**src/rtl/pipe_skid_reg_if.sv**
```systemverilog
// Valid/ready handshake bundle for pipe_skid_reg.
// The upstream side offers entries; the downstream side takes the main entry.
interface pipe_skid_reg_if #(
    parameter int DATA_W = 32,
    parameter int NCH    = 2
);
    logic                  in_valid;
    logic                  in_ready;
    logic [31:0]           IMcode_in;
    logic [31:0]           PC_in;
    logic [DATA_W*NCH-1:0] data_in;

    logic                  out_valid;
    logic                  out_ready;
    logic [31:0]           IMcode_out;
    logic [31:0]           PC_out;
    logic [DATA_W*NCH-1:0] data_out;

    logic [1:0]            count;

    modport master (
        output in_valid, IMcode_in, PC_in, data_in, out_ready,
        input  in_ready, out_valid, IMcode_out, PC_out, data_out, count
    );

    modport slave (
        input  in_valid, IMcode_in, PC_in, data_in, out_ready,
        output in_ready, out_valid, IMcode_out, PC_out, data_out, count
    );
endinterface

```
**src/rtl/pipe_skid_reg.sv**
```systemverilog
// Pipeline stage register with a 2-entry skid buffer, flush and bubbles.
// in_ready depends only on registered state, never on out_ready.
module pipe_skid_reg #(
    parameter int          DATA_W   = 32,
    parameter int          NCH      = 2,
    parameter logic [31:0] PC_RESET = 32'h0000_3000,
    parameter logic [31:0] NOP_CODE = 32'h0000_0000
) (
    input  logic            CLK,
    input  logic            Reset,
    input  logic            Flush,
    pipe_skid_reg_if.slave  bus
);
    localparam int DW = DATA_W * NCH;

    typedef struct packed {
        logic [31:0]   imcode;
        logic [31:0]   pc;
        logic [DW-1:0] data;
    } entry_t;

    typedef enum logic [1:0] {
        EMPTY = 2'd0,
        ONE   = 2'd1,
        FULL  = 2'd2
    } state_t;

    localparam entry_t RST_E = {NOP_CODE, PC_RESET, {DW{1'b0}}};

    state_t state;
    state_t state_n;
    entry_t main_q;
    entry_t main_n;
    entry_t skid_q;
    entry_t skid_n;
    entry_t in_e;
    logic   in_fire;
    logic   out_fire;

    // A bubble keeps its PC so downstream still sees a sane address.
    function automatic entry_t bubble(entry_t e);
        entry_t b;
        b        = e;
        b.imcode = NOP_CODE;
        b.data   = '0;
        return b;
    endfunction

    assign in_e     = {bus.IMcode_in, bus.PC_in, bus.data_in};
    assign in_fire  = bus.in_valid & (state != FULL);
    assign out_fire = bus.out_ready & (state != EMPTY);

    always_ff @(posedge CLK) begin
        if (Reset) begin
            state  <= EMPTY;
            main_q <= RST_E;
            skid_q <= RST_E;
        end else begin
            state  <= state_n;
            main_q <= main_n;
            skid_q <= skid_n;
        end
    end

    always_comb begin
        state_n = state;
        main_n  = main_q;
        skid_n  = skid_q;
        if (Flush) begin
            state_n = EMPTY;
            main_n  = bubble(main_q);
            skid_n  = bubble(skid_q);
        end else begin
            unique case (state)
                EMPTY: begin
                    if (in_fire) begin
                        main_n  = in_e;
                        state_n = ONE;
                    end
                end
                ONE: begin
                    if (in_fire && out_fire) begin
                        main_n = in_e;
                    end else if (in_fire) begin
                        skid_n  = in_e;
                        state_n = FULL;
                    end else if (out_fire) begin
                        main_n  = bubble(main_q);
                        state_n = EMPTY;
                    end
                end
                FULL: begin
                    if (out_fire) begin
                        main_n  = skid_q;
                        skid_n  = bubble(skid_q);
                        state_n = ONE;
                    end
                end
                default: begin
                    state_n = EMPTY;
                    main_n  = bubble(main_q);
                    skid_n  = bubble(skid_q);
                end
            endcase
        end
    end

    always_comb begin
        unique case (state)
            ONE:     bus.count = 2'd1;
            FULL:    bus.count = 2'd2;
            default: bus.count = 2'd0;
        endcase
    end

    assign bus.in_ready   = (state != FULL);
    assign bus.out_valid  = (state != EMPTY);
    assign bus.IMcode_out = main_q.imcode;
    assign bus.PC_out     = main_q.pc;
    assign bus.data_out   = main_q.data;
endmodule

```
**src/flat_wrapper.sv**
```systemverilog
// flat-port wrapper written by rule: the top's interface ports become plain ports
module pipe_skid_reg_flat 
#(
    parameter int          DATA_W   = 32,
    parameter int          NCH      = 2,
    parameter logic [31:0] PC_RESET = 32'h0000_3000,
    parameter logic [31:0] NOP_CODE = 32'h0000_0000
)
  (CLK, Reset, Flush, bus_in_valid, bus_IMcode_in, bus_PC_in, bus_data_in, bus_out_ready, bus_in_ready, bus_out_valid, bus_IMcode_out, bus_PC_out, bus_data_out, bus_count);
  pipe_skid_reg_if #(.DATA_W(DATA_W), .NCH(NCH)) bus_i ();
  input  logic CLK;
  input  logic Reset;
  input  logic Flush;
  input wire logic [$bits(bus_i.in_valid)-1:0] bus_in_valid;
  input wire logic [$bits(bus_i.IMcode_in)-1:0] bus_IMcode_in;
  input wire logic [$bits(bus_i.PC_in)-1:0] bus_PC_in;
  input wire logic [$bits(bus_i.data_in)-1:0] bus_data_in;
  input wire logic [$bits(bus_i.out_ready)-1:0] bus_out_ready;
  output wire logic [$bits(bus_i.in_ready)-1:0] bus_in_ready;
  output wire logic [$bits(bus_i.out_valid)-1:0] bus_out_valid;
  output wire logic [$bits(bus_i.IMcode_out)-1:0] bus_IMcode_out;
  output wire logic [$bits(bus_i.PC_out)-1:0] bus_PC_out;
  output wire logic [$bits(bus_i.data_out)-1:0] bus_data_out;
  output wire logic [$bits(bus_i.count)-1:0] bus_count;
  assign bus_i.in_valid = bus_in_valid;
  assign bus_i.IMcode_in = bus_IMcode_in;
  assign bus_i.PC_in = bus_PC_in;
  assign bus_i.data_in = bus_data_in;
  assign bus_i.out_ready = bus_out_ready;
  assign bus_in_ready = bus_i.in_ready;
  assign bus_out_valid = bus_i.out_valid;
  assign bus_IMcode_out = bus_i.IMcode_out;
  assign bus_PC_out = bus_i.PC_out;
  assign bus_data_out = bus_i.data_out;
  assign bus_count = bus_i.count;
  pipe_skid_reg #(.DATA_W(DATA_W), .NCH(NCH), .PC_RESET(PC_RESET), .NOP_CODE(NOP_CODE)) u_core (.CLK(CLK), .Reset(Reset), .Flush(Flush), .bus(bus_i));
endmodule
```
**config.mk**
```make
export PLATFORM = sky130hd
export DESIGN_NAME = pipe_skid_reg_flat
export DESIGN_NICKNAME = d
export VERILOG_FILES = /design/src/rtl/pipe_skid_reg_if.sv /design/src/rtl/pipe_skid_reg.sv /design/src/flat_wrapper.sv
export SDC_FILE = /design/constraint.sdc
export NUM_CORES = 1
export LEC_CHECK = 0
export CAP_MARGIN = 20
export CELL_PAD_IN_SITES_DETAIL_PLACEMENT = 2
export CELL_PAD_IN_SITES_GLOBAL_PLACEMENT = 2
export CORE_MARGIN = 2
export CORE_UTILIZATION = 28
export CTS_BUF_LIST = sky130_fd_sc_hd__clkbuf_8 sky130_fd_sc_hd__clkbuf_16
export CTS_CLUSTER_DIAMETER = 120
export CTS_CLUSTER_SIZE = 12
export DETAILED_ROUTE_END_ITERATION = 16
export PLACE_DENSITY = 0.79
export SYNTH_ARGS = -nofsm -noshare
export SYNTH_HDL_FRONTEND = slang
export SYNTH_SLANG_ARGS = --single-unit
```
**constraint.sdc**
```tcl
create_clock -name CLK -period 2.15 [get_ports CLK]
set_input_delay 0.215 -clock CLK [delete_from_list [all_inputs] [get_ports CLK]]
set_output_delay 0.215 -clock CLK [all_outputs]
set_load 0.005 [all_outputs]
```
### Yosys cells after proc, flatten, opt, wreduce, memory -nomap -nowiden

Cells that the tools add are included.

* flip-flop bits (word level): 258
* bits of input ports: 133
* output and inout port bits: 132
* word-level logic and storage cells: 49

* equal/unequal tests: 11
* muxes and demuxes: 15
* bitwise operators: 6
* reductions and logical operators: 10

Operator list (count)
* 128-bit two-way mux: 6
* 128-bit case mux with 3 select lines: 2
* 4-bit AND reduction: 3
* 2-bit two-way mux: 5
* 2-bit by 1-bit inequality test with 1-bit output, second input constant: 4
* 3-bit by 1-bit inequality test with 1-bit output, second input constant: 2
* 2-bit case mux with 3 select lines: 1
* 6-bit AND reduction: 1
* 5-bit AND reduction: 1
* 2-bit inequality test, second input constant: 2
* 1-bit NOT: 4
* 2-bit case mux with 2 select lines: 1
* 3-bit inequality test, second input constant: 1
* 3-bit nonzero test: 1
* 1-bit bitwise AND: 2
* 2-bit by 1-bit equality test with 1-bit output, second input constant: 1
* 2-bit equality test, second input constant: 1
* 2-bit zero test: 1
* 2-bit nonzero test: 1
* 2-bit OR reduction: 1
* 1-bit logical AND: 1

### Depth between registers and ports, before layout

* depth after elaboration: 6
* depth in mapped cells: 8
* depth with buffers taken out: 4

### Worst setup path after synthesis

No wires, ideal clock.

* path type: flip-flop to flip-flop
* from: register u_core.state[0]
* to: register u_core.main_q, in the netlist u_core.bus.data_out[60]
* library setup time: 0.128 ns
* data arrival time: 1.376 ns
* required time: 2.022 ns
* path slack: 0.646 ns
* stages on the path, launching flop included: 9
* buffers on the path: 4
* period minus slack after synthesis: 1.504 ns
* path through: dfxtp_1 buf_4 nor2b_1 o311a_1 buf_2 buf_6 buf_6 nand2_1 o21ai_1

* word-level cells in the longest chain between the ends: 5
* elaborated cells on any way between the ends: 15
* those cells by class: eq/ne: 7; mux: 2; bitwise: 2; reduce/logical: 4

Ends and longest elaborated chain
* start: declaration: RTL line pipe_skid_reg.sv:30 `state_t state;`
* start signal: assignment: RTL line pipe_skid_reg.sv:59 `state <= state_n;`
* 2-bit inequality test / 2-bit nonzero test (equally long branches): RTL line pipe_skid_reg.sv:50, pipe_skid_reg.sv:51
* 1-bit bitwise AND (on tied branches): RTL line pipe_skid_reg.sv:50, pipe_skid_reg.sv:51
* 1-bit logical AND: RTL line pipe_skid_reg.sv:82 `if (in_fire && out_fire) begin`
* 3-bit inequality test (no line) (tied with other cells)
* 4-bit AND reduction (no line) / 128-bit case mux with 3 select lines (equally long branches)
* end signal: assignment: RTL line pipe_skid_reg.sv:60 `main_q <= main_n;`
* end: declaration: RTL line pipe_skid_reg.sv:32 `entry_t main_q;`

Parallel ways exist; a longest one is shown, timed or not.
A chain may end at the register's enable or synchronous reset.

### Final worst setup path

* from: register u_core.state[1]
* to: output bus_count[1]

* word-level cells in the longest chain between the ends: 2
* elaborated cells on any way between the ends: 3
* those cells by class: eq/ne: 2; mux: 1

Ends and longest elaborated chain
* 2-bit equality test / 2-bit by 1-bit equality test with 1-bit output (equally long branches): RTL line pipe_skid_reg.sv:109 `unique case (state)`
* 2-bit case mux with 2 select lines *: RTL line pipe_skid_reg.sv:109
* end: declaration: RTL line flat_wrapper.sv:24 `output wire logic [$bits(bus_i.count)-1:0] bus_count;`

Every way passes the cells marked *; elsewhere a longest branch is shown, timed or not.

==> metrics <==
min cycle time layout 2050 ps; status finished, final reports clean; crit-path cells nor2b_2 -> buf_6 -> clkdlybuf4s50_1; hold slack 131 ps; syn nets 1324; Mapped Area 10200 sq um; total negative slack 0 ps; Max FO, Critical Path 12; WP buf/inv 2; first-pass GRT wire length 60700 um; delay-heaviest family, CP buffers and inverters; post-route worst setup slack 105 ps; wire per inst 20.8 um; reg-to-reg startpoint u_core.state[0]; normalized max-slew margin 53.2%; area leader, netlist dfxtp_1; Setup crit end kind primary output; Max Clock Freq 489 MHz; Placer Congestion 0.709; crit-path max cell delay 520 ps; final cycle utilization of the critical path 95.1%; drt first-iter violations 366; unrepaired setup endpoints after global routing false; DRT Pass-1 Iters 4; WS Path Type flip-flop to primary output; PwrDens 727 nW/um^2; reg2reg path depth 5; Hold-fix buffers, CTS 0; row cnt 69; filler instances 3965; Yosys warnings 0; clock root buffer clkbuf_16; IR drop worst, VDD 0.570 mV; vias in the first global route 10611; initial core utilization 28.6%; aggregate global-route resource usage 19.9%; RR Endpoint u_core.bus.data_out[51]; die span in x 195 um; WHS Path Cells 2; design area 14000 sq um; Final nets 1530; initial antenna violation count 5; vias after detailed routing 9826; worst clock skew 9.94 ps; #FFs+latches synth 258; H-Tree Depth 1; GRT Residual Overflow 0; final WL 38800 um; Vias/cell 5.28; chip height 195 um; CTS max path bufs 3; Worst Tran Pin Value 701 ps; layout cells sized above 1 7.80%; max cap viols 0; Required @ worst endpoint 1930 ps; CTS tree built; startpoint types flip-flop; Area Growth Syn to Fin 37.1%; worst reg2reg setup slack 380 ps; CTS Buf Count 25; endpoints failing setup 0; pre-CTS WS 25.9 ps; max-slew violations 0; leakage 4.44 nW; post-synth top area share 50.6%; # DRC 0; final hold vios 0; IO Port Bufs 264; dpl cell area 13300 sq um; top-level I/O count 265; Synth area leaders dfxtp_1 (51%), nand2_1 (9.7%), a22oi_1 (7.3%), a21oi_1 (6.3%), nand3_1 (4.8%); Die ar. 38000 sq um; clock transition at the registers of the reported paths 70 ps; Mean Syn Cell Area 8.58 sq um; Yosys cell types 36; Detailed Place HPWL 24600 um; Hold Crit Class input pin to flip-flop; worst-skew pair later-pin latency 540 ps; critical hold path startpoint Reset; largest net degree at the start of global routing 97; CTS sink cnt 258; total power 10.2 mW; sequential share of the synthesized area 50.6%; Post-Syn Instances 1191; CORE AREA 35700 sq um; Hold Path End u_core.skid_q[90]; crit path DAT 1830 ps; Routed Antenna Nets 0; Slowest cell on crit path clkdlybuf4s50_1
[flip-flops by register name, summed over array words and instances (netlist names)]
name,count
u_core.bus.IMcode_out,32
u_core.bus.PC_out,32
u_core.bus.data_out,64
u_core.skid_q,128
u_core.state,2
[layer usage]
| metal | part of all wire (%) | global-route usage (%) | vias to the layer above | wire [um] |
|---|---|---|---|---|
| met5 | 0.070 | 0 | - | 27 |
| met1 | 43 | 24.4 | 4917 | 16700 |
| li1 | - | - | 4599 | - |
| met4 | 2.2 | 5.03 | 4 | 836 |
| met3 | 6.2 | 4.82 | 54 | 2420 |
| met2 | 49 | 34.8 | 252 | 18800 |
[cell families after synthesis]
group | share of synthesized area (%)
buffers and inverters | 6.50
flip-flops | 50.6
AO/OA/AOI/OAI | 25.6
AND/OR/NAND/NOR | 17.2
multiplexers | 0.196
[metrics by stage]
step	utilization (%)	cells
after floorplan	-	1191
after global placement	37.3	1830
after detailed placement	37.3	1830
after CTS	39.1	1858
after global routing	39.2	1860
final	39.2	1862
[cell type report]
cell class                 instances  area (sq um)  area share [%]
antenna                            4          10.0          0.0715
clock buffer                      25           626            4.47
clock inverter                     2          28.8           0.205
inverter                           2          7.51          0.0536
multi-input combinational        810          4450            31.8
sequential                       258          5170            36.9
tap                              461           577            4.12
timing repair buffer             300          3140            22.4
[worst max-delay path by stage]
| stage | start | to | slack (ps) | depth (start not counted) |
|---|---|---|---|---|
| global route | u_core.state[1] | bus_count[1] | 30 | 3 |
| global placement | bus_out_ready | u_core.bus.PC_out[0] | 90 | 5 |
| floorplan | u_core.state[0] | u_core.bus.data_out[60] | 650 | 8 |
| CTS | u_core.state[1] | bus_out_valid | 10 | 3 |
| detailed placement | bus_in_valid | u_core.bus.PC_out[0] | 30 | 5 |
| finish | u_core.state[1] | bus_count[1] | 100 | 3 |
[report_power, final]
part	switching [mW]	total (mW)	internal (mW)
Clock	1.87	3.94	2.07
Sequential	0.0725	4.97	4.90
Combinational	0.641	1.27	0.632
Total	2.59	10.2	7.60
[synth_stat cells]
library cell / n
o21ai_0: 8
nor2b_1: 3
nand3b_1: 3
a32oi_1: 21
nand2_1: 263
o22ai_2: 1
nor2_1: 41
o21ba_4: 1
buf_6: 13
inv_2: 1
dfxtp_1: 258
or2_1: 1
and3b_1: 1
a31oi_1: 5
nor2_2: 1
nand3_1: 98
or2_2: 1
nor2b_4: 1
buf_2: 57
a221oi_2: 28
clkbuf_1: 41
nand2b_1: 2
inv_1: 1
a221oi_1: 4
a22oi_1: 100
a21oi_1: 129
nor4b_2: 1
mux2i_1: 2
o22a_1: 1
buf_4: 9
o311a_1: 1
buf_1: 1
o21ai_1: 90
and2_1: 1
nand2_2: 1
a211oi_1: 1
[placed cells by master (no fill, tap or decap), types with 2 or more instances in the layout]
cell               n
nand3_1           97
nor2_1            41
a31oi_1            5
a21oi_1          129
buf_12            18
dfxtp_1          256
nand3b_1           3
o21ai_1           90
mux2i_1            2
clkbuf_16         25
a32oi_1           21
a221oi_1           4
diode_2            4
a221oi_2          28
nand2_1          263
a22oi_1          100
o21ai_0            8
buf_4             17
nor2b_4            2
nand2b_1           2
clkdlybuf4s50_1  261
[timing repair]
item | CTS | global route
setup endpoints to repair | 4 | 2
gates resized for setup | 4 | 2
hold endpoints to repair | 0 | 0
buffers inserted | 1 | 0
Note: power is estimated with default switching activity, not from simulation.
